**config.mk**
```make
export PLATFORM = sky130hd
export DESIGN_NAME = ysyx_23060208_ifu_fq
export DESIGN_NICKNAME = d
export VERILOG_FILES = /design/src/rtl/ysyx_23060208_ifu_fq_pkg.sv /design/src/rtl/ysyx_23060208_sync_fifo.sv /design/src/rtl/ysyx_23060208_ifu_fq.sv
export SDC_FILE = /design/constraint.sdc
export NUM_CORES = 1
export LEC_CHECK = 0
export BUFFER_PORTS_ARGS = -buffer_cell sky130_fd_sc_hd__buf_2
export CAP_MARGIN = 10
export CORE_MARGIN = 4
export CORE_UTILIZATION = 45
export DETAILED_ROUTE_END_ITERATION = 8
export PLACE_DENSITY_LB_ADDON = 0.3
export SLEW_MARGIN = 40
export SYNTH_ARGS = -nofsm -noshare
export SYNTH_HDL_FRONTEND = slang
export SYNTH_SLANG_ARGS = --single-unit
```
**constraint.sdc**
```tcl
create_clock -name clk -period 5.1 [get_ports clk]
set_input_delay 0.51 -clock clk [delete_from_list [all_inputs] [get_ports clk]]
set_output_delay 0.51 -clock clk [all_outputs]
set_load 0.01 [all_outputs]
```
**src/rtl/ysyx_23060208_ifu_fq_pkg.sv**
```systemverilog
// Shared front-end constants for the fetch unit and its neighbours.
package ysyx_23060208_ifu_fq_pkg;

    localparam int unsigned DATA_WIDTH_DEFAULT = 32;
    localparam logic [31:0] RESET_PC_DEFAULT   = 32'h8000_0000;

    // IFU -> IDU tuple {pc, inst, err}.
    localparam int unsigned IFU_TO_IDU_BUS = 2 * DATA_WIDTH_DEFAULT + 1;
    // EXU -> IFU redirect {taken, pc}; taken becomes redirect_valid.
    localparam int unsigned EXU_TO_IFU_BUS = DATA_WIDTH_DEFAULT + 1;

    // Width of one fetch-queue entry for a given datapath width.
    function automatic int unsigned ifu_to_idu_width(input int unsigned dw);
        return 2 * dw + 1;
    endfunction

endpackage

```
**src/rtl/ysyx_23060208_sync_fifo.sv**
```systemverilog
// Synchronous FIFO with flush; registered read data, no bypass.
module ysyx_23060208_sync_fifo #(
    parameter int unsigned WIDTH = 32,
    parameter int unsigned DEPTH = 4,
    localparam int unsigned PW = (DEPTH > 1) ? $clog2(DEPTH) : 1,
    localparam int unsigned CW = $clog2(DEPTH + 1)
) (
    input  logic             clk,
    input  logic             rst,
    input  logic             push,
    input  logic [WIDTH-1:0] wdata,
    input  logic             pop,
    input  logic             flush,
    output logic [WIDTH-1:0] rdata,
    output logic             full,
    output logic             empty,
    output logic [CW-1:0]    count
);

    logic [WIDTH-1:0] mem_q [DEPTH];
    logic [WIDTH-1:0] mem_d [DEPTH];
    logic [PW-1:0]    wr_ptr_q, wr_ptr_d;
    logic [PW-1:0]    rd_ptr_q, rd_ptr_d;
    logic [CW-1:0]    count_q, count_d;
    logic             do_push, do_pop;

    function automatic logic [PW-1:0] ptr_inc(input logic [PW-1:0] p);
        return (p == PW'(DEPTH - 1)) ? '0 : p + PW'(1);
    endfunction

    assign empty = (count_q == '0);
    assign full  = (count_q == CW'(DEPTH));
    assign count = count_q;
    assign rdata = mem_q[rd_ptr_q];

    // Next pointers, occupancy and storage; flush empties the FIFO outright.
    always_comb begin
        do_push  = push && !full;
        do_pop   = pop && !empty;
        mem_d    = mem_q;
        wr_ptr_d = wr_ptr_q;
        rd_ptr_d = rd_ptr_q;
        count_d  = count_q;
        if (flush) begin
            wr_ptr_d = '0;
            rd_ptr_d = '0;
            count_d  = '0;
        end else begin
            if (do_push) begin
                mem_d[wr_ptr_q] = wdata;
                wr_ptr_d        = ptr_inc(wr_ptr_q);
            end
            if (do_pop) begin
                rd_ptr_d = ptr_inc(rd_ptr_q);
            end
            case ({do_push, do_pop})
                2'b10:   count_d = count_q + CW'(1);
                2'b01:   count_d = count_q - CW'(1);
                default: count_d = count_q;
            endcase
        end
    end

    // Pointer and occupancy registers.
    always_ff @(posedge clk) begin
        if (rst) begin
            wr_ptr_q <= '0;
            rd_ptr_q <= '0;
            count_q  <= '0;
        end else begin
            wr_ptr_q <= wr_ptr_d;
            rd_ptr_q <= rd_ptr_d;
            count_q  <= count_d;
        end
    end

    // Storage array; contents are don't-care while empty so it has no reset.
    always_ff @(posedge clk) begin
        mem_q <= mem_d;
    end

endmodule

```
**src/rtl/ysyx_23060208_ifu_fq.sv**
```systemverilog
// Instruction fetch unit with pipelined imem requests and a decoupled fetch
// queue feeding the IDU. Redirects flush everything and drop stale responses.
module ysyx_23060208_ifu_fq
    import ysyx_23060208_ifu_fq_pkg::*;
#(
    parameter int unsigned DATA_WIDTH = DATA_WIDTH_DEFAULT,
    parameter logic [DATA_WIDTH-1:0] RESET_PC = DATA_WIDTH'(RESET_PC_DEFAULT),
    parameter int unsigned FQ_DEPTH = 4,
    parameter int unsigned MAX_OUTSTANDING = 2
) (
    input  logic                  clk,
    input  logic                  rst,
    input  logic                  redirect_valid,
    input  logic [DATA_WIDTH-1:0] redirect_pc,
    output logic                  imem_req_valid,
    input  logic                  imem_req_ready,
    output logic [DATA_WIDTH-1:0] imem_req_addr,
    input  logic                  imem_resp_valid,
    input  logic [DATA_WIDTH-1:0] imem_resp_data,
    input  logic                  imem_resp_err,
    output logic                  out_valid,
    input  logic                  out_ready,
    output logic [DATA_WIDTH-1:0] out_pc,
    output logic [DATA_WIDTH-1:0] out_inst,
    output logic                  out_err,
    output logic [DATA_WIDTH-1:0] fetch_pc
);

    localparam int unsigned OW  = $clog2(MAX_OUTSTANDING + 1);
    localparam int unsigned FCW = $clog2(FQ_DEPTH + 1);
    localparam int unsigned SW  = $clog2(FQ_DEPTH + MAX_OUTSTANDING + 1) + 1;
    localparam int unsigned EW  = ifu_to_idu_width(DATA_WIDTH);

    // Handshake rule for both channels: a transfer happens exactly in a cycle
    // where valid && ready; request valid only drops without a transfer when a
    // redirect arrives, and the address is held stable while valid is high.

    logic [DATA_WIDTH-1:0] fetch_pc_q, fetch_pc_d;
    logic [OW-1:0]         outstanding_q, outstanding_d;
    logic [OW-1:0]         drop_cnt_q, drop_cnt_d;

    logic [SW-1:0]         slot_use;
    logic                  credit, req_fire, resp_drop, resp_keep, out_fire;

    logic [FCW-1:0]        fq_count;
    logic                  fq_full, fq_empty;
    logic [EW-1:0]         fq_rdata;

    logic [DATA_WIDTH-1:0] pc_rdata;
    logic [OW-1:0]         pc_count;
    logic                  pc_full, pc_empty;

    // Credit, handshakes and drop decision for the current cycle.
    always_comb begin
        // Live in-flight responses plus queued entries must leave a free slot.
        slot_use       = SW'(outstanding_q) - SW'(drop_cnt_q) + SW'(fq_count);
        credit         = (outstanding_q < OW'(MAX_OUTSTANDING)) && (slot_use < SW'(FQ_DEPTH));
        imem_req_valid = !rst && credit && !redirect_valid;
        req_fire       = imem_req_valid && imem_req_ready;
        resp_drop      = imem_resp_valid && ((drop_cnt_q != '0) || redirect_valid);
        resp_keep      = imem_resp_valid && !resp_drop;
        out_valid      = !rst && !fq_empty && !redirect_valid;
        out_fire       = out_valid && out_ready;
    end

    // Next fetch PC and counters; a redirect overrides any handshake.
    always_comb begin
        fetch_pc_d    = fetch_pc_q;
        outstanding_d = outstanding_q;
        drop_cnt_d    = drop_cnt_q;
        if (redirect_valid) begin
            fetch_pc_d    = redirect_pc & ~DATA_WIDTH'(3);
            outstanding_d = outstanding_q - OW'(imem_resp_valid);
            // Everything still in flight after this cycle is stale.
            drop_cnt_d    = outstanding_q - OW'(imem_resp_valid);
        end else begin
            if (req_fire) begin
                fetch_pc_d = fetch_pc_q + DATA_WIDTH'(4);
            end
            outstanding_d = outstanding_q + OW'(req_fire) - OW'(imem_resp_valid);
            if (resp_drop) begin
                drop_cnt_d = drop_cnt_q - OW'(1);
            end
        end
    end

    // Fetch PC and in-flight bookkeeping registers.
    always_ff @(posedge clk) begin
        if (rst) begin
            fetch_pc_q    <= RESET_PC;
            outstanding_q <= '0;
            drop_cnt_q    <= '0;
        end else begin
            fetch_pc_q    <= fetch_pc_d;
            outstanding_q <= outstanding_d;
            drop_cnt_q    <= drop_cnt_d;
        end
    end

    assign imem_req_addr = fetch_pc_q;
    assign fetch_pc      = fetch_pc_q;

    // PCs of live requests, matched in order against kept responses.
    ysyx_23060208_sync_fifo #(
        .WIDTH (DATA_WIDTH),
        .DEPTH (MAX_OUTSTANDING)
    ) u_pc_fifo (
        .clk   (clk),
        .rst   (rst),
        .push  (req_fire),
        .wdata (fetch_pc_q),
        .pop   (resp_keep),
        .flush (redirect_valid),
        .rdata (pc_rdata),
        .full  (pc_full),
        .empty (pc_empty),
        .count (pc_count)
    );

    // Fetch queue holding {pc, inst, err} tuples for the IDU.
    ysyx_23060208_sync_fifo #(
        .WIDTH (EW),
        .DEPTH (FQ_DEPTH)
    ) u_fq (
        .clk   (clk),
        .rst   (rst),
        .push  (resp_keep),
        .wdata ({pc_rdata, imem_resp_data, imem_resp_err}),
        .pop   (out_fire),
        .flush (redirect_valid),
        .rdata (fq_rdata),
        .full  (fq_full),
        .empty (fq_empty),
        .count (fq_count)
    );

    assign {out_pc, out_inst, out_err} = fq_rdata;

    a_fq_no_overflow: assert property (@(posedge clk) disable iff (rst)
        !(resp_keep && fq_full));
    a_resp_has_request: assert property (@(posedge clk) disable iff (rst)
        !(imem_resp_valid && (outstanding_q == '0)));
    a_pc_fifo_no_underflow: assert property (@(posedge clk) disable iff (rst)
        !(resp_keep && pc_empty));
    a_pc_fifo_no_overflow: assert property (@(posedge clk) disable iff (rst)
        !(req_fire && pc_full));
    a_pc_fifo_tracks_live: assert property (@(posedge clk) disable iff (rst)
        pc_count == (outstanding_q - drop_cnt_q));

endmodule

```
==> results of run 1 <==
layer usage:
layer	track usage [%]	vias up	part of all wire [%]
li1	-	3508	-
met1	22.3	3791	43
met2	27.4	224	49
met3	3.93	35	6.1
met4	3.30	0	1.4
met5	0	-	0
cells by family (layout without fill, tap and decap cells):
family                     after synthesis  count (layout)
DFF                                    357             357
and+or+nand+nor                        136             136
muxes                                   99              99
buffers and inverters                   96             297
AOI/OAI and AO/OA                       72              72
xor gates and xnor gates                26              26
adders and majority gates               16              16
other                                    1               7
layout make-up:
cell class | count | area (um^2) | share of cell area (%)
Antenna cell | 1 | 2.50 | 0.0148
Clock buffer | 46 | 1040 | 6.16
Clock inverter | 21 | 205 | 1.21
Inverter | 20 | 75.1 | 0.443
Multi-Input combinational cell | 355 | 3610 | 21.3
Sequential cell | 357 | 10300 | 60.6
Tap cell | 402 | 503 | 2.97
Timing Repair Buffer | 210 | 1230 | 7.24
registers in the layout, summed over array words and instances (netlist names):
signal              flops
u_pc_fifo.count         2
drop_cnt_q              2
fetch_pc               30
u_fq.count              3
u_fq.wr_ptr_q           2
u_pc_fifo.rd_ptr_q      1
u_fq.rd_ptr_q           2
u_fq.mem_q            252
outstanding_q           2
u_pc_fifo.mem_q        60
u_pc_fifo.wr_ptr_q      1
critical path, stage by stage (launching register included):
cell	delay, ns
dfxtp_1	0.33
inv_1	0.06
ha_1	0.19
inv_1	0.06
fa_1	0.41
ha_1	0.28
nand3b_1	0.11
a211o_1	0.32
buf_4	0.23
a21oi_2	0.40
nand3_1	0.34
ha_1	0.44
or3_1	0.35
a21oi_1	0.14
metrics by stage:
stage | hold slack [ns] | std cells | cell area [um^2]
3_3_place_gp | 0.491 | 1334 | 15500
5_1_grt | 0.195 | 1411 | 16900
4_1_cts | 0.188 | 1411 | 16900
3_5_place_dp | 0.501 | 1344 | 15700
2_1_floorplan | 0.450 | 808 | 14400
6_report | 0.211 | 1412 | 16900
power by group through the flow:
stage	Clock, uW	Sequential [uW]	Combinational, uW
2_1_floorplan	0	3350	228
3_3_place_gp	0	3360	357
3_5_place_dp	0	3370	368
4_1_cts	2790	3310	370
5_1_grt	2930	3310	398
6_report	2720	3300	364
placed cells by master (no fill, tap or decap), types with 7 or more instances in the layout:
cell / instances
nand3_1: 21
nand2_1: 19
buf_12: 9
nand4_1: 12
buf_2: 193
buf_4: 7
or3_1: 7
clkinv_1: 7
edfxtp_1: 312
xnor2_1: 23
and4_1: 7
a21oi_1: 8
mux4_2: 63
nor2_1: 41
a2111oi_2: 11
a211oi_1: 21
clkbuf_16: 41
dfxtp_1: 42
mux2_2: 30
clkinv_2: 7
inv_1: 20
ha_1: 14
worst max path at each step:
stage                startpoint                   to  slack (ns)  cells after the start
6_report       outstanding_q[0]   u_pc_fifo.count[1]        1.35                     13
5_1_grt        outstanding_q[0]   u_pc_fifo.count[1]        1.17                     13
3_3_place_gp   outstanding_q[0]   u_pc_fifo.count[1]        1.41                     13
4_1_cts        outstanding_q[0]   u_pc_fifo.count[1]        1.34                     13
3_5_place_dp   outstanding_q[0]   u_pc_fifo.count[1]        1.36                     13
2_1_floorplan  outstanding_q[0]  u_pc_fifo.mem_q[10]        1.04                     11
==> results.yml, run 1 <==
status:
  outcome: "finished, final reports clean"
synthesis:
  ys_top_cells_by_count: "edfxtp_1, mux4_2, dfxtp_1, nor2_1, buf_4"
  ys_types: 51
  ys_warn_count: 0
  synth_edf_count: 312
  synthAdderAreaFrac_pct: 1.50
  ys_seq_elements: 357
  avgSynthCellArea_um2: 17.9
  seq_area_frac_synth_pct: 71.6
  async_flop_share_pct: 0
  synthTopCellsByArea: "edfxtp_1, mux4_2, dfxtp_1"
  synth_compound_area_share_pct: 4.24
  muxShareOfSynthArea_pct: 12.7
  synth-simple-area-share_pct: 4.83
  netlist_area_mm2: 0.0143
  yosysTopAreaCell: "edfxtp_1"
  synth.most_common_cell: "edfxtp_1"
  synth_top_family_by_area: "multiplexers"
  synth_top_area_share_pct: 65.3
  synth_ff_type: "edfxtp_1"
  synth_xor_area_share_pct: 1.59
  synthCells: 803
detailed_routing:
  dr.pass1.iters: 5
  drt-initial-drc-count: 459
  num_vias: 7558
  drt_wl_total_um: 29100
  viasPerCell: 5.35
  drc: 0
  drtAntennaViolNets: 0
  wl_per_cell_um: 20.6
clocking:
  cts_made_buffers: 38
  h-tree-depth: 2
  cts_buffer_depth: 3
  insertion_delay_ns: 0.51
  path_clk_slew_ns: 0.06
  cts_setup_buffers: 0
  cts-root-buf: "clkbuf_16"
  postCtsHoldBufs: 0
  cts_resized: 0
  cts_tree: "yes"
  cts_sinks: 357
worst_setup_path:
  worstSetupEndpointType: "flip-flop"
  reg2reg_slack_ns: 1.35
  crit_fanout: 21
  crit_type: "reg -> reg"
  reg2reg_from: "outstanding_q[0]"
  critPathLaunchType: "flip-flop"
  timing.rr.end: "u_pc_fifo.count[1]"
  arrival_ns: 4.19
  cp.required_ns: 5.53
  ff2ff_path_depth: 13
sta:
  worst_pin_slew_ns: 0.806
  fin_setup_tns_ns: 0
  slew_headroom_pct: 46.3
  setup_ws_ns: 1.35
  fin_crit_sh_pct: 73.6
  period_minus_slack_ns: 3.75
  hold_viol: 0
  setup_viol: 0
  slew_violations: 0
  rsz0062_at_grt: "false"
  skew_ns: 0.00969
  clock.fmax_mhz: 266
cells_and_area:
  finalNetCount: 1069
  nFillCells: 2547
  drive_gt1_share_pct: 37.9
  postLayoutCoreUtil_pct: 53.8
  area_growth_pct: 18.1
power_and_ir_drop:
  p_leak_uw: 0.00570
  pwr-share-seq_pct: 51.7
  p_clk_share_pct: 42.6
  switching_share_pct: 21.0
  ir_drop_v: 0.000174
  total_power_uw: 6390
  switchingPower_uw: 1340
  p_per_area_mw_per_mm2: 377
  pwr-share-comb_pct: 5.7
  intPower_uw: 5050
die:
  die_w_um: 187
  fp.dieH_um: 187
  start_util_pct: 45.6
  io_pins: 202
  rows: 65
  core_region_area_mm2: 0.0315
  die_area_mm2: 0.0348
placed_design:
  gp_congestion: 0.811
  portBuffers: 193
  dpl.hpwl_um: 18900
  post-place-ws_ns: 1.36
hold_path:
  worstHoldEndpoint: "u_fq.mem_q[94]"
  hold_class: "in -> reg"
  hold-path-cell-count: 1
  min_from: "imem_resp_data[28]"
global_route:
  grt_usage_pct: 16.4
  antenna_found_initial: 1
  overflow: 0
  grt_max_degree: 50
  grt_first_pass_wirelength_um: 44900
  grt_pass1_vias: 7682
job:
  drv_cap: 0
No activity file was read; power rests on OpenSTA's default activity.
==> run 2, diff against run 1 <==
==> constraint.sdc (replaced) <==
create_clock -name clk -period 3.7 [get_ports clk]
set_input_delay 0.37 -clock clk [delete_from_list [all_inputs] [get_ports clk]]
set_output_delay 0.37 -clock clk [all_outputs]
set_load 0.01 [all_outputs]
==> run 2 against run 1 <==
Clock skew down 0.0031 ns. Utilization about the same. Sequential power rose by 38%. Highest routed layer is now met5. Power rose by 38%. Non-clock buffer count rose by 2. Clock power is 39% higher. Combinational power grew 37%. Die area did not move.
==> results.yml, run 2 (same netlist as run 1, synthesis figures left out) <==
status:
  outcome: "finished, final reports clean"
worst_setup_path:
  crit_fanout: 20
  critPathLaunchType: "flip-flop"
  ff2ff_path_depth: 11
  worst-path-buf-inv: 4
  path_delay_family: "adder cells"
  slowest_stage: "fa_1"
  arrival_ns: 3.03
  reg2reg_from: "outstanding_q[0]"
  worstSetupEndpointType: "output port"
  cp.required_ns: 3.33
  cp_slowest_stage_delay_ns: 0.41
  crit_type: "reg -> out"
  cp-startpoint: "outstanding_q[0]"
  crit_chain: "inv_1 > ha_1 > inv_1 > fa_1 > ha_1 > nand3b_1 > a211o_1 > buf_4 > a211oi_1 > buf_2"
  reg2reg_slack_ns: 0.35
  timing.rr.end: "fetch_pc[10]"
hold_path:
  min_from: "redirect_pc[30]"
  hold_class: "in -> reg"
  worstHoldEndpoint: "fetch_pc[30]"
  hold-path-cell-count: 3
detailed_routing:
  drc: 0
  route.layer.met1.wl_um: 12700
  drt_wl_total_um: 28900
  viasPerCell: 5.35
  wl_per_cell_um: 20.4
  routed.top_layer: "met5"
  met3_length_um: 1660
  drt-initial-drc-count: 547
  num_vias: 7585
  drtAntennaViolNets: 0
  route.met2.wl_um: 14000
  dr.pass1.iters: 4
cells_and_area:
  drive_gt1_share_pct: 38.3
  largest_register_ffs: 252
  mostFrequentLayoutCell: "edfxtp_1"
  finalNetCount: 1071
  top_register: "u_fq.mem_q"
  final_cell_area_mm2: 0.0169
  area_growth_pct: 18.0
  layout_common_cells: "edfxtp_1, buf_2, mux4_2, dfxtp_1"
global_route:
  grt_max_degree: 64
  grt_pass1_vias: 7791
  overflow: 0
  grt_first_pass_wirelength_um: 45300
  antenna_found_initial: 2
  grt_usage_pct: 16.5
power_and_ir_drop:
  p_leak_uw: 0.00571
  p_clk_share_pct: 42.9
  ir_drop_v: 0.000309
  switching_share_pct: 20.9
  p_per_area_mw_per_mm2: 522
  switchingPower_uw: 1850
  intPower_uw: 6990
  pwr-share-seq_pct: 51.5
  pwr-share-comb_pct: 5.6
clocking:
  cts_buffer_depth: 3
  cts_setup_buffers: 0
  cts_made_buffers: 38
  insertion_delay_ns: 0.51
  h-tree-depth: 2
  cts_resized: 0
  postCtsHoldBufs: 0
  cts_tree: "yes"
  cts-root-buf: "clkbuf_16"
  cts_sinks: 357
  path_clk_slew_ns: 0.06
placed_design:
  dpl.hpwl_um: 18700
  placed_cell_area_mm2: 0.0157
  gp_congestion: 0.779
  portBuffers: 193
die:
  start_util_pct: 45.6
  core_region_area_mm2: 0.0315
  fp.dieH_um: 187
  die_w_um: 187
  die_area_mm2: 0.0348
  io_pins: 202
  rows: 65
sta:
  hold_viol: 0
  slew_violations: 0
  clock.fmax_mhz: 295
  fin_crit_sh_pct: 91.8
  slew_headroom_pct: 51.1
  period_minus_slack_ns: 3.40
  worst_pin_slew_ns: 0.732
  skew_ns: 0.00657
  setup_viol: 0
  hold_slack_ns: 0.0764
  rsz0062_at_grt: "false"
job:
  drv_cap: 0
-- run 2: cell types whose count changed in the layout (fill, tap and decap cells not counted) --
cell      before  now
clkinv_1       7    5
clkbuf_8       0    1
buf_4          7   13
buf_12         9    6
buf_16         1    0
clkbuf_1       5    6
dfxtp_4        2    3
dfxtp_2        1    0
clkinv_2       7   10
-- run 2: layer usage --
| layer | track usage (%) | up-vias |
|---|---|---|
| met5 | 0 | - |
| met4 | 3.73 | 2 |
| met3 | 3.20 | 42 |
| met2 | 27.4 | 220 |
| met1 | 22.9 | 3800 |
| li1 | - | 3521 |
-- run 2: cell type report --
cell class,count,area (um^2)
diodes,1,2.50
clock buffers,48,1060
clock inverters,22,213
fillers,2527,14500
inverters,20,75.1
multi-input cells,355,3610
flip-flops and latches,357,10300
well taps,402,503
repair buffers,212,1180
-- run 2: power by group through the flow --
| stage | clock network [uW] | logic (uW) | registers, uW |
|---|---|---|---|
| floorplan | 0 | 314 | 4620 |
| global placement | 0 | 497 | 4640 |
| detailed placement | 0 | 504 | 4640 |
| CTS | 3880 | 506 | 4560 |
| global route | 4060 | 550 | 4570 |
| finish | 3790 | 497 | 4550 |
-- run 2: worst max-delay path by stage --
stage                                      to  slack [ns]  cells past startpoint
after floorplan           u_pc_fifo.mem_q[10]       -0.36                     11
after global placement            fetch_pc[7]        0.45                     11
after detailed placement         fetch_pc[10]        0.39                     11
after CTS                      imem_req_valid        0.27                     10
after global routing           imem_req_valid        0.08                     10
final                          imem_req_valid        0.30                     10
-- run 2: per-stage QoR --
stage | std cells | setup slack, ns | setup TNS, ns | power [uW] | utilization (%)
floorplan | 808 | -0.365 | -21.89 | 4930 | -
global placement | 1344 | 0.454 | 0 | 5140 | 49.6
detailed placement | 1346 | 0.386 | 0 | 5150 | 49.7
CTS | 1416 | 0.267 | 0 | 8940 | 53.8
global route | 1416 | 0.0755 | 0 | 9180 | 53.8
finish | 1417 | 0.305 | 0 | 8840 | 53.8
-- run 2: worst min-delay path, cell delays in order --
cell	delay [ns]
buf_2	0.08
nand2_1	0.04
o21ai_1	0.06
